==> src/rtl/acc_result_streamer_if.sv <==
// Stream bundle around the result streamer: 32-bit accumulator input side
// and 16-bit requantized output side with TLAST framing.
interface acc_result_streamer_if;
    logic [31:0] acc_TDATA;
    logic        acc_TVALID;
    logic        acc_TREADY;
    logic [15:0] o_TDATA;
    logic        o_TVALID;
    logic        o_TREADY;
    logic        o_TLAST;

    // Streamer view: sinks the accumulator stream, sources the output stream.
    modport slave (
        input  acc_TDATA,
        input  acc_TVALID,
        output acc_TREADY,
        output o_TDATA,
        output o_TVALID,
        input  o_TREADY,
        output o_TLAST
    );

    // Environment view: sources the accumulator stream, sinks the output stream.
    modport master (
        output acc_TDATA,
        output acc_TVALID,
        input  acc_TREADY,
        input  o_TDATA,
        input  o_TVALID,
        output o_TREADY,
        input  o_TLAST
    );
endinterface

==> src/rtl/acc_result_streamer.sv <==
// Requantizes 32-bit accumulator results to 16 bits (shift, round-half-up,
// unsigned saturation) and streams them out through a 2-entry FWFT buffer
// with TLAST framing every FRAME_LEN beats.
module acc_result_streamer #(
    parameter int unsigned SHIFT     = 8,
    parameter int unsigned FRAME_LEN = 16
) (
    input  logic                        clk,
    input  logic                        reset,
    acc_result_streamer_if.slave        bus,
    output logic [15:0]                 sat_count
);

    localparam int unsigned IN_W  = 32;
    localparam int unsigned OUT_W = 16;
    localparam int unsigned SUM_W = IN_W + 1;
    localparam int unsigned CNT_W = 16;
    localparam int unsigned OCC_W = 2;

    // Half an output LSB; (1 << SHIFT) >> 1 collapses to zero when SHIFT is 0.
    localparam logic [SUM_W-1:0] RND       = (SUM_W'(1) << SHIFT) >> 1;
    localparam logic [CNT_W-1:0] LAST_BEAT = CNT_W'(FRAME_LEN - 1);
    localparam logic [OCC_W-1:0] OCC_FULL  = OCC_W'(2);
    localparam logic [OUT_W-1:0] SAT_MAX   = '1;

    // Stage register S
    logic             s_valid, s_valid_n;
    logic [OUT_W-1:0] s_data,  s_data_n;

    // Output FIFO: h0 is always the head, h1 the second entry
    logic [OUT_W-1:0] h0, h0_n;
    logic [OUT_W-1:0] h1, h1_n;
    logic [OCC_W-1:0] fifo_cnt, fifo_cnt_n;

    // Framing, statistics and registered handshake outputs
    logic [CNT_W-1:0] beat_cnt, beat_cnt_n;
    logic [OUT_W-1:0] sat_cnt_n;
    logic             rdy_q, rdy_n;
    logic             vld_q, vld_n;
    logic             last_q, last_n;

    // Requantize datapath and handshake strobes
    logic [SUM_W-1:0] sum_c;
    logic [SUM_W-1:0] shr_c;
    logic             sat_c;
    logic [OUT_W-1:0] q_c;
    logic             accept_c;
    logic             push_c;
    logic             pop_c;

    // Round, shift and saturate the incoming result; the add is 33 bits so it never wraps
    always_comb begin
        sum_c = {1'b0, bus.acc_TDATA} + RND;
        shr_c = sum_c >> SHIFT;
        sat_c = |shr_c[SUM_W-1:OUT_W];
        q_c   = sat_c ? SAT_MAX : shr_c[OUT_W-1:0];
    end

    // Handshake strobes; S drains only into a non-full FIFO
    always_comb begin
        accept_c = bus.acc_TVALID && bus.acc_TREADY;
        push_c   = s_valid && (fifo_cnt != OCC_FULL);
        pop_c    = vld_q && bus.o_TREADY;
    end

    // Next-state for S, FIFO, beat counter, saturation counter and registered outputs
    always_comb begin
        s_valid_n  = s_valid;
        s_data_n   = s_data;
        h0_n       = h0;
        h1_n       = h1;
        fifo_cnt_n = fifo_cnt;
        beat_cnt_n = beat_cnt;
        sat_cnt_n  = sat_count;

        if (pop_c) begin
            if (fifo_cnt == OCC_FULL) begin
                h0_n = h1;
            end
            fifo_cnt_n = fifo_cnt - OCC_W'(1);
            beat_cnt_n = last_q ? '0 : beat_cnt + CNT_W'(1);
        end

        if (push_c) begin
            if (fifo_cnt_n == '0) begin
                h0_n = s_data;
            end else begin
                h1_n = s_data;
            end
            fifo_cnt_n = fifo_cnt_n + OCC_W'(1);
            s_valid_n  = 1'b0;
        end

        if (accept_c) begin
            s_valid_n = 1'b1;
            s_data_n  = q_c;
            if (sat_c && (sat_count != SAT_MAX)) begin
                sat_cnt_n = sat_count + OUT_W'(1);
            end
        end

        // Ready next cycle when S will be free or able to drain into the FIFO
        rdy_n  = !s_valid_n || (fifo_cnt_n != OCC_FULL);
        vld_n  = (fifo_cnt_n != '0);
        last_n = vld_n && (beat_cnt_n == LAST_BEAT);
    end

    // State registers with synchronous reset; pipeline empty means ready
    always_ff @(posedge clk) begin
        if (reset) begin
            s_valid   <= 1'b0;
            s_data    <= '0;
            h0        <= '0;
            h1        <= '0;
            fifo_cnt  <= '0;
            beat_cnt  <= '0;
            sat_count <= '0;
            rdy_q     <= 1'b1;
            vld_q     <= 1'b0;
            last_q    <= 1'b0;
        end else begin
            s_valid   <= s_valid_n;
            s_data    <= s_data_n;
            h0        <= h0_n;
            h1        <= h1_n;
            fifo_cnt  <= fifo_cnt_n;
            beat_cnt  <= beat_cnt_n;
            sat_count <= sat_cnt_n;
            rdy_q     <= rdy_n;
            vld_q     <= vld_n;
            last_q    <= last_n;
        end
    end

    // Output stream comes straight from registers; ready is held low during reset
    assign bus.o_TDATA    = h0;
    assign bus.o_TVALID   = vld_q;
    assign bus.o_TLAST    = last_q;
    assign bus.acc_TREADY = rdy_q && !reset;

endmodule

==> src/flat_wrapper.sv <==
// flat-port wrapper written by rule: the top's interface ports become plain ports
module acc_result_streamer_flat 
#(
    parameter int unsigned SHIFT     = 8,
    parameter int unsigned FRAME_LEN = 16
)
  (clk, reset, sat_count, bus_acc_TDATA, bus_acc_TVALID, bus_acc_TREADY, bus_o_TDATA, bus_o_TVALID, bus_o_TREADY, bus_o_TLAST);
  acc_result_streamer_if bus_i ();
  input  logic clk;
  input  logic reset;
  output logic [15:0] sat_count;
  input wire logic [$bits(bus_i.acc_TDATA)-1:0] bus_acc_TDATA;
  input wire logic [$bits(bus_i.acc_TVALID)-1:0] bus_acc_TVALID;
  output wire logic [$bits(bus_i.acc_TREADY)-1:0] bus_acc_TREADY;
  output wire logic [$bits(bus_i.o_TDATA)-1:0] bus_o_TDATA;
  output wire logic [$bits(bus_i.o_TVALID)-1:0] bus_o_TVALID;
  input wire logic [$bits(bus_i.o_TREADY)-1:0] bus_o_TREADY;
  output wire logic [$bits(bus_i.o_TLAST)-1:0] bus_o_TLAST;
  assign bus_i.acc_TDATA = bus_acc_TDATA;
  assign bus_i.acc_TVALID = bus_acc_TVALID;
  assign bus_acc_TREADY = bus_i.acc_TREADY;
  assign bus_o_TDATA = bus_i.o_TDATA;
  assign bus_o_TVALID = bus_i.o_TVALID;
  assign bus_i.o_TREADY = bus_o_TREADY;
  assign bus_o_TLAST = bus_i.o_TLAST;
  acc_result_streamer #(.SHIFT(SHIFT), .FRAME_LEN(FRAME_LEN)) u_core (.clk(clk), .reset(reset), .bus(bus_i), .sat_count(sat_count));
endmodule
==> config.mk <==
export PLATFORM = sky130hd
export DESIGN_NAME = acc_result_streamer_flat
export DESIGN_NICKNAME = d
export VERILOG_FILES = /design/src/rtl/acc_result_streamer_if.sv /design/src/rtl/acc_result_streamer.sv /design/src/flat_wrapper.sv
export SDC_FILE = /design/constraint.sdc
export NUM_CORES = 1
export LEC_CHECK = 0
export BUFFER_PORTS_ARGS = -buffer_cell sky130_fd_sc_hd__buf_2
export CORE_UTILIZATION = 58
export CTS_BUF_LIST = sky130_fd_sc_hd__clkbuf_8
export CTS_CLUSTER_DIAMETER = 30
export DETAILED_ROUTE_END_ITERATION = 7
export PLACE_DENSITY = 0.82
export SLEW_MARGIN = 20
export SYNTH_ARGS = -nofsm -noshare
export SYNTH_HDL_FRONTEND = slang
export SYNTH_SLANG_ARGS = --single-unit
==> constraint.sdc <==
create_clock -name clk -period 2.8 [get_ports clk]
set_input_delay 0.28 -clock clk [delete_from_list [all_inputs] [get_ports clk]]
set_output_delay 0.28 -clock clk [all_outputs]
set_load 0.02 [all_outputs]
# [After elaboration in Yosys (flattened, before gate mapping)]
# Cells that the tools add are included.
[op_classes] n_bitwise=1 eq_ne=5 mux=11 reduce_logical=14 n_addsub=5
[op_table] op="16-bit 2-to-1 mux" count=7
[op_table] op="32-bit by 8-bit adder with 33-bit output (second input constant)" count=1
[op_table] op="16-bit by 1-bit adder with 16-bit output (second input constant)" count=2
[op_table] op="16-bit by 4-bit == test with 1-bit output (second input constant)" count=1
[op_table] op="16-bit inequality test (second input constant)" count=1
[op_table] op="9-bit OR reduction" count=1
[op_table] op="1-bit logical AND" count=6
[op_table] op="2-bit 2-to-1 mux" count=2
[op_table] op="2-bit inequality test (second input constant)" count=2
[op_table] op="2-bit AND reduction" count=2
[op_table] op="2-bit by 1-bit adder with 2-bit output (second input constant)" count=1
[op_table] op="2-bit == test (second input constant)" count=1
[op_table] op="1-bit zero test" count=2
[op_table] op="2-bit zero test" count=1
[op_table] op="1-bit 2-to-1 mux" count=2
[op_table] op="2-bit nonzero test" count=1
[op_table] op="2-bit by 1-bit subtractor with 2-bit output (second input constant)" count=1
[op_table] op="1-bit logical OR" count=1
[op_table] op="1-bit inverter" count=1
[totals] input_bits=36 register_bits=86 output_inout_bits=35 elab_cells=46

# [Depth between registers and ports, before layout]
[logic_depth] word_depth=6 ltp_mapped=9 mapped_depth_nobuf=8

# [Least setup slack after synthesis]
# OpenSTA, ideal clock, no wires.
[synth_timing] kind="input to register" startpoint="input port bus_acc_TDATA[15]" endpoint="register u_core.sat_count[11]" n_path_buf=0 t_required_ns=2.679 cell_stages=7 slack_ns=0.222 setup_time_ns=0.121 arrival_time_ns=2.457 cell_sequence="nand3_2 -> or4_4 -> or4_4 -> a211oi_4 -> a21oi_2 -> and4_4 -> mux2_4"
[synth_between] elab_chain_len=4
[synth_lines] element="start, declared" line="flat_wrapper.sv:12" rtl="input wire logic [$bits(bus_i.acc_TDATA)-1:0] bus_acc_TDATA;"
[synth_lines] element="32-bit by 8-bit adder with 33-bit output" line="acc_result_streamer.sv:53" rtl="sum_c = {1'b0, bus.acc_TDATA} + RND;"
[synth_lines] element="9-bit OR reduction" line="acc_result_streamer.sv:55" rtl="sat_c = |shr_c[SUM_W-1:OUT_W];"
[synth_lines] element="1-bit logical AND" line="acc_result_streamer.sv:97" rtl="if (sat_c && (sat_count != SAT_MAX)) begin"
[synth_lines] element="2-bit AND reduction (no source line)"
[synth_lines] element="end signal, assigned" line="acc_result_streamer.sv:128" rtl="sat_count <= sat_cnt_n;"
[synth_lines] element="end, declared" line="acc_result_streamer.sv:11" rtl="output logic [15:0] sat_count"
# No other way between the ends.
# A chain may end at the register's enable or synchronous reset.

# [Final worst setup path]
[layout_timing] startpoint="register u_core.sat_count[2]" endpoint="register u_core.sat_count[11]"
[layout_between] elab_chain_len=3 word_cells_on_any_way=4 cone_classes="add/sub: 1; eq/ne: 1; reduce/logical: 2"
[layout_lines] element="branches (longest 3 deep; another with 16-bit by 1-bit adder with 16-bit output)"
# Several ways; the timed one is not identified.

==> results.cfg <==
[run_status]
status = finished clean

[worst_setup_path]
worstReg2RegStart = u_core.sat_count[2]
endpoint = u_core.sat_count[11]
cpPeakStageDelay_ns = 0.48
critPathLaunch = u_core.sat_count[2]
crit_cells = 7
r2r_cells = 7
required_ns = 3.05
critical-path-top-delay-family = simple AND/OR/NAND/NOR gates
critPathCaptureType = flop
startpoint_type = flop
r2r-end = u_core.sat_count[11]
crit_buf_inv = 0
r2r_slack_ns = 0.32
critPathKind = flop to flop
cpMaxStageDelayCell = nand2b_1
arrival_ns = 2.73
cp_cell_sequence = and4_1 -> nand4_1 -> nor3_1 -> nand2b_1 -> a21oi_2 -> and4_4 -> mux2_4
path_max_fanout = 16

[cts]
clock_path_buffers = 2
cts_buffers = 9
clk_pin_slew_worst_paths_ns = 0.10
clk-insertion-delay-late_ns = 0.36
ctsResizeCount = 0
cts_tree = built
cts_sinks = 86
cts_hold_buf = 0
post_cts_buffers = 0
cts-root-buf = clkbuf_8
h-tree-depth = 3

[grt]
grt_max_degree = 58
grt_first_pass_wirelength_mm = 15.6
antenna_found_initial = 0
grt-ovfl-total = 0
grt_pass1_vias = 3455
grt.total_usage_pct = 25.7

[sta]
fin_worst_skew_ns = 0.0161
finalSetupTns_ns = 0
setup_viol = 0
fin_crit_sh_pct = 88.5
fin_crit_ns = 2.48
slew_violations = 0
max_freq_ghz = 0.404
layout_setup_ws_ns = 0.323
hold_violations = 0
worstMarginPinSlew_ns = 0.630
relSlewSlack_pct = 58.0
rsz0062_at_grt = false

[final_layout]
fin_nets = 615
seq_area_um2 = 1720
fill_cells = 538
final_core_util_pct = 70.8
area_growth_pct = 16.2
n_antenna_cell = 0
drive_above_1_share_pct = 18.8
multiInputGateArea_um2 = 2340

[route]
wl_per_cell_um = 13.9
wl_mm = 9.40
vias = 3894
drtPass1Iterations = 4
drc = 0
ant_nets = 0
drtIter0Drc = 177
viasPerCell = 5.77

[power]
peakVddDrop_v = 0.000287
powerDensity_nw_per_um2 = 601
p_leak_nw = 1.99
power_w = 0.00292

[yosys]
synth_area_um2 = 4190
syn_nets = 547
synth_cells = 506
yosysWarningCount = 0
yosys.area.top_type = dfxtp_1
syn_avg_cell_area_um2 = 8.27
synth_ff_type = dfxtp_1
ys_seq_area_share_pct = 41.1
synth.area.top_cells = dfxtp_1 (41%), a21oi_1 (7.5%), nand2_1 (5.8%), nor2_1 (5.4%), mux2i_1 (5.0%)
netlist.area_leader.share_pct = 41.1
synth_seq_cells = 86
ys_types = 48
synthArstFlopShare_pct = 0
synth-edff-count = 0

[die]
rows = 30
core_um2 = 6870
fp.dieW_um = 86.9
io_pins = 71
die_h_um = 86.9
start_util_pct = 60.9
die_area_um2 = 7560

[placement]
dpl.hpwl_mm = 6.68
globalplace.congestion = 0.859
dp_slack_ns = 0.0410
io_buffer_count = 63

[hold_path]
min_path_type = primary input to flop

[run]
max_cap_viol_count = 0
==> kinds of logic after synthesis <==
group	after synthesis	synth area share (%)
AND/OR/NAND/NOR	212	24.3
adder cells (fa/ha/maj)	5	1.49
XOR/XNOR	34	7.12
flip-flops	86	41.1
buffers and inverters	31	2.99
AO/OA/AOI/OAI	115	17.3
multiplexers	23	5.65
==> area by class of cell <==
type	instances	share of cell area, %
inverter	8	0.617
multi-input combinational	389	48.1
tap	96	2.47
timing repair buffer	80	9.36
clock inverter	7	1.52
clock buffer	9	2.55
sequential	86	35.4
==> cells in the final DEF, fill, tap and decap left out, types with 7 or more instances in the layout <==
cell type   n
a211oi_1   20
a21oi_1    63
and3_1      7
buf_2      63
buf_4      16
clkbuf_8    9
dfxtp_1    86
inv_1       8
mux2i_1    21
nand2_1    65
nand3_1    21
nand4_1     9
nor2_1     60
nor3_1     11
o21ai_0     7
o31ai_1     7
xnor2_1    19
xor2_1     15
==> worst register-to-register path, cell delays in order (launching register included) <==
cell	delay, ns
dfxtp_1	0.43
and4_1	0.31
nand4_1	0.25
nor3_1	0.32
nand2b_1	0.48
a21oi_2	0.08
and4_4	0.21
mux2_4	0.28
==> synth_stat cells, types with 2 or more instances <==
cell and count:
and4_1 4, nor4_1 3, dfxtp_1 86, inv_1 8
a2111oi_0 4, nor3_1 11, xnor2_1 19, nor2b_1 5
o311ai_1 2, o41ai_1 2, nand2_1 65, or4_4 2
a21oi_1 63, buf_4 2, nand2b_1 4, or2_2 3
and2_1 4, clkbuf_1 20, nor2_1 60, or4_1 6
and3_1 7, or3_1 3, xor2_1 15, a211oi_1 20
nand4_1 9, o31ai_1 7, ha_1 5, mux2i_1 21
o21ai_0 7, nand3_1 21
==> metrics by stage <==
stage               hold slack (ns)  cells  cell area (µm²)
floorplan                     0.367    506             4190
global placement              0.440    659             4670
detailed placement            0.446    659             4670
CTS                           0.191    675             4860
global route                  0.188    675             4860
finish                        0.190    675             4860
==> flip-flops by register name, summed over array words and instances (netlist names) <==
name	cells
u_core.bus.o_TDATA	16
u_core.bus.o_TVALID	1
u_core.s_data	16
u_core.beat_cnt	16
u_core.s_valid	1
u_core.bus.o_TLAST	1
u_core.rdy_q	1
u_core.h1	16
u_core.sat_count	16
u_core.fifo_cnt	2
==> power by group <==
group | total [W] | switching (W) | internal [W]
logic | 0.000617 | 0.000386 | 0.000230
registers | 0.00144 | 0.0000905 | 0.00135
clock network | 0.000863 | 0.000448 | 0.000415
total | 0.00292 | 0.000925 | 0.00200
==> layer usage <==
metal	share of wire, %	track usage, %	wire, µm	up-vias
met5	0	0	0	-
met4	1.9	7.73	176	0
met1	44	32.7	4180	1829
met2	48	43.0	4500	108
met3	5.8	6.64	541	15
li1	-	-	-	1942
==> how the worst min path moves through the flow <==
stage | start | endpoint | slack (ns) | cells after the start
2_1_floorplan | reset | u_core.bus.o_TVALID | 0.37 | 1
3_3_place_gp | u_core.h1[9] | u_core.h1[9] | 0.44 | 2
3_5_place_dp | u_core.h1[9] | u_core.h1[9] | 0.45 | 2
4_1_cts | bus_acc_TVALID | u_core.s_valid | 0.19 | 3
5_1_grt | bus_acc_TVALID | u_core.s_valid | 0.19 | 3
6_report | bus_acc_TVALID | u_core.s_valid | 0.19 | 3
(Power assumes the default switching activity.)
